**src/rtl/instr_issuer.sv**
```systemverilog
// Instruction-issue front end: fetches from a 1-cycle synchronous instruction memory,
// screens the opcode, and drives the s/w start-done handshake toward the controller.
module instr_issuer #(
    parameter int ADDR_W      = 8,
    parameter int ACK_TIMEOUT = 15
) (
    input  logic              clk,
    input  logic              reset,
    input  logic              run,
    output logic [ADDR_W-1:0] imem_addr,
    input  logic [15:0]       imem_rdata,
    output logic [15:0]       instr,
    output logic [2:0]        opcode,
    output logic [1:0]        op,
    output logic              s,
    input  logic              w,
    output logic [ADDR_W-1:0] pc,
    output logic              busy,
    output logic              halted,
    output logic              err,
    output logic [15:0]       retired
);

    typedef enum logic [3:0] {
        IDLE,
        FETCH,
        CAPTURE,
        DECODE,
        ISSUE,
        WAIT_ACK,
        WAIT_DONE,
        HALT,
        ERR
    } state_t;

    localparam int CNT_W = $clog2(ACK_TIMEOUT + 1);
    // ack_cnt counts WAIT_ACK cycles already spent; leaving on the last allowed one
    // puts ERR exactly ACK_TIMEOUT cycles after the ISSUE cycle.
    localparam logic [CNT_W-1:0] ACK_LAST = CNT_W'(ACK_TIMEOUT - 2);

    localparam logic [2:0] OPC_ALU  = 3'b101;
    localparam logic [2:0] OPC_MOV  = 3'b110;
    localparam logic [2:0] OPC_HALT = 3'b111;

    state_t           state;
    state_t           state_next;
    logic [CNT_W-1:0] ack_cnt;
    logic             is_halt;
    logic             is_valid;
    logic             ack_expired;

    assign opcode    = instr[15:13];
    assign op        = instr[12:11];
    assign imem_addr = pc;

    // Screening works on the registered instruction, so it is stable in DECODE.
    always_comb begin
        is_halt  = (opcode == OPC_HALT);
        is_valid = 1'b0;
        unique case (opcode)
            OPC_ALU:  is_valid = 1'b1;
            OPC_MOV:  is_valid = (op == 2'b00) || (op == 2'b10);
            OPC_HALT: is_valid = 1'b1;
            default:  is_valid = 1'b0;
        endcase
    end

    assign ack_expired = (ack_cnt >= ACK_LAST);

    always_comb begin
        state_next = state;
        unique case (state)
            IDLE, HALT, ERR: begin
                if (run) state_next = FETCH;
            end
            FETCH:   state_next = CAPTURE;
            CAPTURE: state_next = DECODE;
            DECODE: begin
                if (is_halt)       state_next = HALT;
                else if (!is_valid) state_next = ERR;
                else if (w)        state_next = ISSUE;
            end
            ISSUE:   state_next = WAIT_ACK;
            WAIT_ACK: begin
                if (!w)              state_next = WAIT_DONE;
                else if (ack_expired) state_next = ERR;
            end
            WAIT_DONE: begin
                if (w) state_next = FETCH;
            end
            default: state_next = IDLE;
        endcase
    end

    always_ff @(posedge clk) begin
        if (reset) begin
            state   <= IDLE;
            pc      <= '0;
            instr   <= '0;
            retired <= '0;
            ack_cnt <= '0;
        end else begin
            state <= state_next;
            unique case (state)
                IDLE, HALT, ERR: begin
                    if (run) begin
                        pc      <= '0;
                        retired <= '0;
                    end
                end
                CAPTURE: instr <= imem_rdata;
                ISSUE:   ack_cnt <= '0;
                WAIT_ACK: begin
                    if (w) ack_cnt <= ack_cnt + CNT_W'(1);
                end
                WAIT_DONE: begin
                    if (w) begin
                        pc <= pc + ADDR_W'(1);
                        if (retired != '1) retired <= retired + 16'd1;
                    end
                end
                default: ;
            endcase
        end
    end

    assign s      = (state == ISSUE);
    assign err    = (state == ERR);
    assign halted = (state == HALT) || (state == ERR);
    assign busy   = !((state == IDLE) || (state == HALT) || (state == ERR));

endmodule

```
**config.mk**
```make
export PLATFORM = sky130hd
export DESIGN_NAME = instr_issuer
export DESIGN_NICKNAME = d
export VERILOG_FILES = /design/src/rtl/instr_issuer.sv
export SDC_FILE = /design/constraint.sdc
export NUM_CORES = 1
export LEC_CHECK = 0
export ABC_AREA = 1
export ABC_CLOCK_PERIOD_IN_PS = 1700
export BUFFER_PORTS_ARGS = -buffer_cell sky130_fd_sc_hd__buf_2
export CAP_MARGIN = 30
export CORE_UTILIZATION = 45
export DETAILED_ROUTE_END_ITERATION = 12
export PLACE_DENSITY = 0.8
export SLEW_MARGIN = 10
export SYNTH_ARGS = -nofsm -noshare
export SYNTH_HDL_FRONTEND = slang
export SYNTH_SLANG_ARGS = --single-unit
```
**constraint.sdc**
```tcl
create_clock -name clk -period 1.7 [get_ports clk]
set_clock_uncertainty 0.15 [all_clocks]
set_input_delay 0.425 -clock clk [delete_from_list [all_inputs] [get_ports clk]]
set_output_delay 0.425 -clock clk [all_outputs]
set_load 0.02 [all_outputs]
```
# Yosys cells after proc, flatten, opt, wreduce, memory -nomap -nowiden
# Index checks and enable logic that the tools add are counted.
word_totals:
  ff_bits: 48
  input_bits: 20
  output_inout_bits: 57
  word_cells: 61
op_classes:
  addsub: 3
  n_lt_le_gt_ge: 1
  n_eq_ne: 19
  mux: 18
  reduce_logical: 15
op_table:
  columns: ["op", "n"]
  rows:
  - ["$mux 16", 3]
  - ["$mux 4", 8]
  - ["$pmux 16 s2", 1]
  - ["$pmux 4 s7", 1]
  - ["$add 16x1->16 const B", 1]
  - ["$eq 4x3->1 const B", 4]
  - ["$mux 8", 2]
  - ["$ne 16x16->1 const B", 1]
  - ["$pmux 8 s2", 1]
  - ["$eq 3x3->1 const B", 3]
  - ["$add 8x1->8 const B", 1]
  - ["$eq 4x2->1 const B", 2]
  - ["$ne 2x2->1 const B", 4]
  - ["$pmux 4 s2", 1]
  - ["$reduce_and 4->1", 2]
  - ["$add 4x1->4 const B", 1]
  - ["$eq 4x1->1 const B", 1]
  - ["$eq 4x4->1 const B", 1]
  - ["$ge 4x4->1 const B", 1]
  - ["$logic_not 4->1", 1]
  - ["$logic_or 1x1->1", 4]
  - ["$ne 4x4->1 const B", 1]
  - ["$reduce_bool 2->1", 2]
  - ["$ne 3x3->1 const B", 1]
  - ["other kinds (8)", 8]

# Depth between registers and ports, before layout
# Gate-level depths: netlist (run 1).
logic_depth:
  ltp_word: 6
  mapped_depth: 11
  depth_no_buf: 11

# Least setup slack after synthesis (run 1)
# Ideal clock, no wire load.
synth_path:
  path_kind: "register to register"
  start: "register retired[1]"
  end: "register retired[7]"
  setup_ps: 135
  arrival_time_ps: 1627
  required_time_ps: 1415
  setup_slack_ps: -212
  stages_incl_launch_ff: 10
  path_buffers: 1
  period_less_slack_ps: 1912
  cell_sequence: "dfxtp_1 -> ha_1 -> nand2_1 -> nor2_1 -> nand3_1 -> nor2_1 -> nor2_4 -> buf_6 -> nand2_1 -> a21oi_1"
synth_between:
  elab_chain_cells: 4
  word_cells_on_any_way: 7
  classes_between: "add/sub (1); eq/ne (2); mux (3); reduce/logical (1)"
synth_lines:
  columns: ["item", "line", "source"]
  rows:
  - ["from (decl)", "21", "output logic [15:0] retired"]
  - ["from (signal assigned)", "119", "if (retired != '1) retired <= retired + 16'd1;"]
  - ["$add 16x1->16", "119", null]
  - ["$mux 16", "119", null]
  - ["$mux 16", "117", "if (w) begin"]
  - ["$pmux 16 s2", "104", "unique case (state)"]
# Parallel ways exist; a longest one is shown, timed or not. The select of a mux whose other input is x is not followed.
# A chain may end at the register's enable or synchronous reset.

# Worst setup path after layout (run 1)
layout_path:
  start: "register state[2]"
  end: "output busy"
layout_between:
  elab_chain_cells: 4
  word_cells_on_any_way: 6
  classes_between: "eq/ne (2); reduce/logical (4)"
layout_lines:
  columns: ["item", "line", "source"]
  rows:
  - ["from (decl)", "45", "state_t state;"]
  - ["from (signal assigned)", "103", "state <= state_next;"]
  - ["$eq 4x3->1 or $logic_not 4->1 (tied branches)", "130", "assign busy = !((state == IDLE) || (state == HALT) || (state == ERR));"]
  - ["$logic_or 1x1->1", "130", null]
  - ["$logic_or 1x1->1 *", "130", null]
  - ["$logic_not 1->1 *", "130", null]
  - ["to (decl)", "18", "output logic busy,"]
# Mark *: on every way between the ends. The rest lies on a longest branch, timed or not.

==> run summary, run 1 <==
CTS tree: built
Commonest non-fill, non-tap cell in the layout: nand2_1
Area Growth Syn to Fin: 32.2%
Post-synth net total: 453
RSZ-0062 raised after global routing: yes
Die H: 79.9 um
Kind of critical path: flip-flop to output pin
Initial antenna violation count: 0
Worst-margin pin slew: 0.418 ns
Setup ws final: -0.0465 ns
Tmin final: 1.75 ns
Pins Over Slew Limit: 0
Maximum clock frequency: 0.573 GHz
Filler Cells Inserted: 558
Synth warn: 0
Routability cong.: 0.908
Post-synthesis cell count: 428
Rows: 28
Synth cell types: 28
Rel. slew slack: 71.9%
Worst Path Required: 1.12 ns
Total power: 4.88 mW
Routed WL: 7100 um
CP Max Fanout: 4
Cell Area, Synth: 0.00273 sq mm
Worst slack at placement: -0.0606 ns
Nets@finish: 549
Die area: 0.00639 sq mm
Vias/cell: 4.99
First-pass GRT wire length: 11400 um
Io pins: 77
DP HPWL: 5000 um
Clock sinks: 48
Cell Pwr Density: 1350 mW/mm^2
Worst VDD drop: 0.983 mV
CTS clk-pin slew, worst paths: 0.10 ns
Initial DRC count: 213
Final Hold Viols: 0
Num CTS Buffers: 5
Final Cycle Share: 103%
Routed Antenna Nets: 0
Failing checks: DRC, setup timing
Avg WL per Cell: 11.8 um
Vias: 2994
Finish-stage setup viols: 5
Initial Utilization: 46.4%
Clock Tree Root: clkbuf_8
Worst setup SP type: flip-flop
Pleak: 1.63 nW
First-pass iteration count of the detailed router: 9
Pin count of the biggest net entering global routing: 22
Total of max-cap violations: 0
DR DRC count: 1
Data arrival, critical path: 1.17 ns
Min-Delay Path Class: input port to flip-flop
GR Overflow Total: 0
Setup crit end kind: output pin
Vias in the first global route: 2660
Status: finished with violations
Number of hold buffers added after cts: 0
Maximum clock path buffer count: 2
ANT cells: 0
Worst skew pair latency: 0.31 ns
Share of cells above drive strength 1: 32.8%
Core Footprint: 0.00589 sq mm
Number of synthesized register bits: 48
GRT Total Usage: 22.3%
Commonest non-fill, non-tap cells in the layout: nand2_1 (97), nor2_1 (92), buf_2 (72), dfxtp_1 (37), buf_4 (33)
Mean Syn Cell Area: 6.39 sq um
Horiz. Die Dim: 79.9 um
I/O Buffers: 76
H-tree lvl count: 2
Register area share after synthesis: 35.1%
-- critical path, stage by stage, from the launching register on --
cell and delay (ns):
dfxtp_4 0.39, inv_2 0.07, nand2_4 0.09, inv_2 0.05
nor2_4 0.14, buf_6 0.13
-- per-layer routing --
layer  part of all wire, %  up-vias  global-route usage [%]
met3                   5.9       12                    4.34
met5                     0        -                       0
li1                      -     1525                       -
met1                    43     1363                    28.4
met2                    49       94                    37.9
met4                   1.6        0                    6.61
-- where the power goes --
part	internal [mW]	switching, mW
registers	1.35	0.197
clock network	0.301	0.435
logic	0.999	1.60
-- final cells by class --
type	instances	area [sq um]	share of cell area, %
multi-input combinational	318	1590	44.0
sequential	48	987	27.3
timing repair buffer	112	696	19.2
inverter	39	155	4.29
tap	75	93.8	2.60
clock buffer	5	68.8	1.90
clock inverter	3	25.0	0.692
-- what timing repair did --
action | 4_1_cts | 5_1_grt
gates resized for setup | 19 | 47
setup endpoints to repair | 29 | 48
pin swaps | 3 | 15
cloned | 0 | 1
buffers inserted | 3 | 6
-- cell families (layout without fill, tap and decap cells) --
| group | Yosys count | count (layout) | share of synthesized area [%] |
|---|---|---|---|
| adder cells (fa/ha/maj) | 5 | 5 | 2.29 |
| buffers and inverters | 62 | 159 | 10.9 |
| AND/OR/NAND/NOR | 249 | 249 | 38.1 |
| XOR/XNOR | 9 | 9 | 2.88 |
| AO/OA/AOI/OAI | 55 | 55 | 10.7 |
| flip-flops | 48 | 48 | 35.1 |
-- state kept, by name, indices dropped and copies added, names as in the netlist --
| register | count |
|---|---|
| imem_addr | 8 |
| ack_cnt | 4 |
| state | 4 |
| instr | 16 |
| retired | 16 |
-- final timing paths --
path,startpoint,to,slack (ns),cells after the start
setup / recovery,state[2]$_SDFFE_PP0P_,busy,-0.05,5
hold / removal,imem_rdata[5],instr[5]$_SDFFE_PP0N_,0.20,3
setup reg to reg,state[1]$_SDFFE_PP0P_,retired[15]$_SDFFE_PP0P_,0,11
hold reg to reg,instr[3]$_SDFFE_PP0N_,instr[3]$_SDFFE_PP0N_,0.34,2
-- through the flow --
stage	setup TNS [ns]	util [%]	hold slack [ns]	cells	area, sq um
final	-0.133	61.4	0.202	600	3610
after global routing	-1.59	61.4	0.203	600	3610
after CTS	-0.170	58.2	0.202	593	3420
after detailed placement	-0.313	55.4	0.318	582	3260
after global placement	-0.00397	55.4	0.310	582	3260
after floorplan	0	-	0.324	428	2740
-- cells in the mapped netlist, drive strengths merged --
master  count  area share [%]
a21oi      25             4.9
a31oi       1            0.23
and3        1            0.23
buf        17             4.7
clkbuf      6            0.82
dfxtp      48              35
ha          5             2.3
inv        39             5.4
nand2     110              16
nand3      20             3.8
nand4       6             1.4
nor2      106              15
nor3        2            0.37
nor3b       4             1.1
o211ai      1            0.27
o21ai      26             4.8
o21bai      2            0.55
xnor2       2            0.64
xor2        7             2.2
No activity file was read; power rests on OpenSTA's default activity.
==> run 2: changes to the inputs <==
Settings changed: BUFFER_PORTS_ARGS -buffer_cell sky130_fd_sc_hd__buf_2 to not set, DONT_BUFFER_PORTS set to 1, PLACE_DENSITY 0.8 to 0.69.
==> run 2 against run 1 <==
The run ends with setup timing left. Maximum frequency fell by 0.16%. Global-route usage shrank 1.3 points. Die area is the same. Routed wire length down 3.3%.
==> run summary, run 2 (synthesized netlist as in run 1, its figures left out) <==
Status: finished with violations
Failing checks: setup timing
DR DRC count: 0 (-1)
Worst setup SP type: flip-flop
Avg WL per Cell: 12.5 um (+5.9%)
Number of hold buffers added after cts: 0 (unchanged)
Worst skew pair latency: 0.31 ns (about the same)
Io pins: 77 (unchanged)
Worst VDD drop: 1.12 mV (+14%)
Tmin final: 1.75 ns (+0.00280 ns)
Data arrival, critical path: 1.84 ns (+0.67 ns)
Pin count of the biggest net entering global routing: 23 (+4.5%)
Total power: 4.87 mW (-0.26%)
Die area: 0.00639 sq mm (unchanged)
Total of max-cap violations: 0 (unchanged)
H-tree lvl count: 2 (unchanged)
CTS tree: built
Nets@finish: 497 (-9.5%)
Horiz. Die Dim: 79.9 um (unchanged)
Core Footprint: 0.00589 sq mm (unchanged)
Final Cycle Share: 103% (+0.16 points)
Pins Over Slew Limit: 0 (unchanged)
Kind of critical path: flip-flop to flip-flop
Vias in the first global route: 2444 (-8.1%)
Final Hold Viols: 0 (unchanged)
Clock Tree Root: clkbuf_8
Initial antenna violation count: 0 (unchanged)
Worst Path Required: 1.80 ns (+0.68 ns)
GR Overflow Total: 0 (unchanged)
Share of cells above drive strength 1: 27.3% (-5.5 points)
Min-Delay Path Class: input port to flip-flop
Final core utilization: 58.9% (-2.6 points)
Metal-1 WL: 3080 um (+0.39%)
Rows: 28 (unchanged)
Die H: 79.9 um (unchanged)
Maximum clock path buffer count: 2 (unchanged)
Min-delay src: reset
DP HPWL: 4810 um (-3.8%)
Met2 wire length: 3340 um (-4.7%)
GRT Total Usage: 21.1% (-1.3 points)
DR top layer: met4
Routed Antenna Nets: 0 (unchanged)
Vias: 2760 (-7.8%)
Met3 routed WL: 383 um (-8.4%)
ANT cells: 0 (unchanged)
First-pass iteration count of the detailed router: 4 (-5)
Worst-margin pin slew: 0.482 ns (+0.0641 ns)
Cell Pwr Density: 1410 mW/mm^2 (+4.1%)
Routability cong.: 0.883 (-2.7%)
Setup ws final: -0.0493 ns (-0.00280 ns)
I/O Buffers: 0 (-100%)
Initial Utilization: 46.4% (unchanged)
Maximum clock frequency: 0.572 GHz (-0.16%)
First-pass GRT wire length: 10700 um (-6.0%)
Rel. slew slack: 67.8% (-4.0 points)
Setup crit end kind: flip-flop
Routed WL: 6870 um (-3.3%)
Critical Path Start: state[3]$_SDFFE_PP0P_
Pleak: 1.42 nW (-13%)
Area Growth Syn to Fin: 26.7%
RSZ-0062 raised after global routing: yes
Initial DRC count: 151 (-29%)
CTS clk-pin slew, worst paths: 0.09 ns (about the same)
Finish-stage setup viols: 14 (+9)
CP Max Fanout: 8 (+4)
Clock sinks: 48 (unchanged)
Worst flop-to-flop path startpoint: state[3]$_SDFFE_PP0P_
Commonest non-fill, non-tap cells in the layout: nand2_1 (93), nor2_1 (90), buf_4 (55), dfxtp_1 (41), inv_1 (33)
Commonest non-fill, non-tap cell in the layout: nand2_1
Num CTS Buffers: 5 (unchanged)
Vias/cell: 5.04 (+0.93%)
## run 2: cell types whose count changed in the layout (fill, tap and decap cells not counted), sizes merged
cell      delta
buf         -53
inv          -1
clkinv       +3
clkinvlp     -2
clkbuf       +1
## run 2: critical path, stage by stage (launching register included)
cell and delay (ns):
dfxtp_4 0.38, inv_4 0.07, nand2_4 0.08, nor2_4 0.11, nor2_4 0.05, buf_6 0.12, nand2_8 0.08, nand2_8 0.07
nor2_4 0.19, clkbuf_16 0.20, nand2_2 0.06, a21oi_2 0.12
## run 2: area by class of cell
| cell class | count | area [sq um] |
|---|---|---|
| Timing Repair Buffer | 60 | 492 |
| Multi-Input combinational cell | 318 | 1660 |
| Inverter | 39 | 151 |
| Fill cell | 557 | 2420 |
| Sequential cell | 48 | 980 |
| Clock inverter | 3 | 18.8 |
| Clock buffer | 5 | 68.8 |
| Tap cell | 75 | 93.8 |
## run 2: path summary, 6_finish.rpt
path / cells past startpoint / slack [ns] / endpoint
min reg2reg: 2 / 0.33 / instr[11]$_SDFFE_PP0N_
max reg2reg: 11 / -0.05 / retired[9]$_SDFFE_PP0P_
max: 11 / -0.05 / retired[9]$_SDFFE_PP0P_
min: 1 / 0.02 / state[1]$_SDFFE_PP0P_
## run 2: report_power, final
group | switching, mW | internal, mW | total (mW)
Sequential | 0.313 | 1.35 | 1.66
Combinational | 1.50 | 1.01 | 2.51
Clock | 0.405 | 0.288 | 0.693
Total | 2.22 | 2.65 | 4.87
## run 2: per-stage QoR
stage	setup slack (ns)	std cells	setup TNS [ns]	hold slack (ns)	instance area [sq um]
after floorplan	0.0142	428	0	0.324	2740
after global placement	0.0777	532	0	0.314	3090
after detailed placement	0.0211	532	0	0.316	3090
after CTS	-0.0567	543	-0.136	0.0102	3220
after global routing	-0.0976	548	-1.77	0.00416	3460
final	-0.0493	548	-0.427	0.0172	3460
## run 2: timing repair
item	CTS	global route
buffers inserted	3	4
cloned	0	1
endpoints found under the setup margin	4	34
resized for setup	9	58
pin swaps	2	19
## run 2: metal layers
metal,global-route usage (%),vias to the layer above
met4,5.89,0
met5,0,-
met3,5.49,6
met2,36.4,70
met1,25.6,1259
li1,-,1425
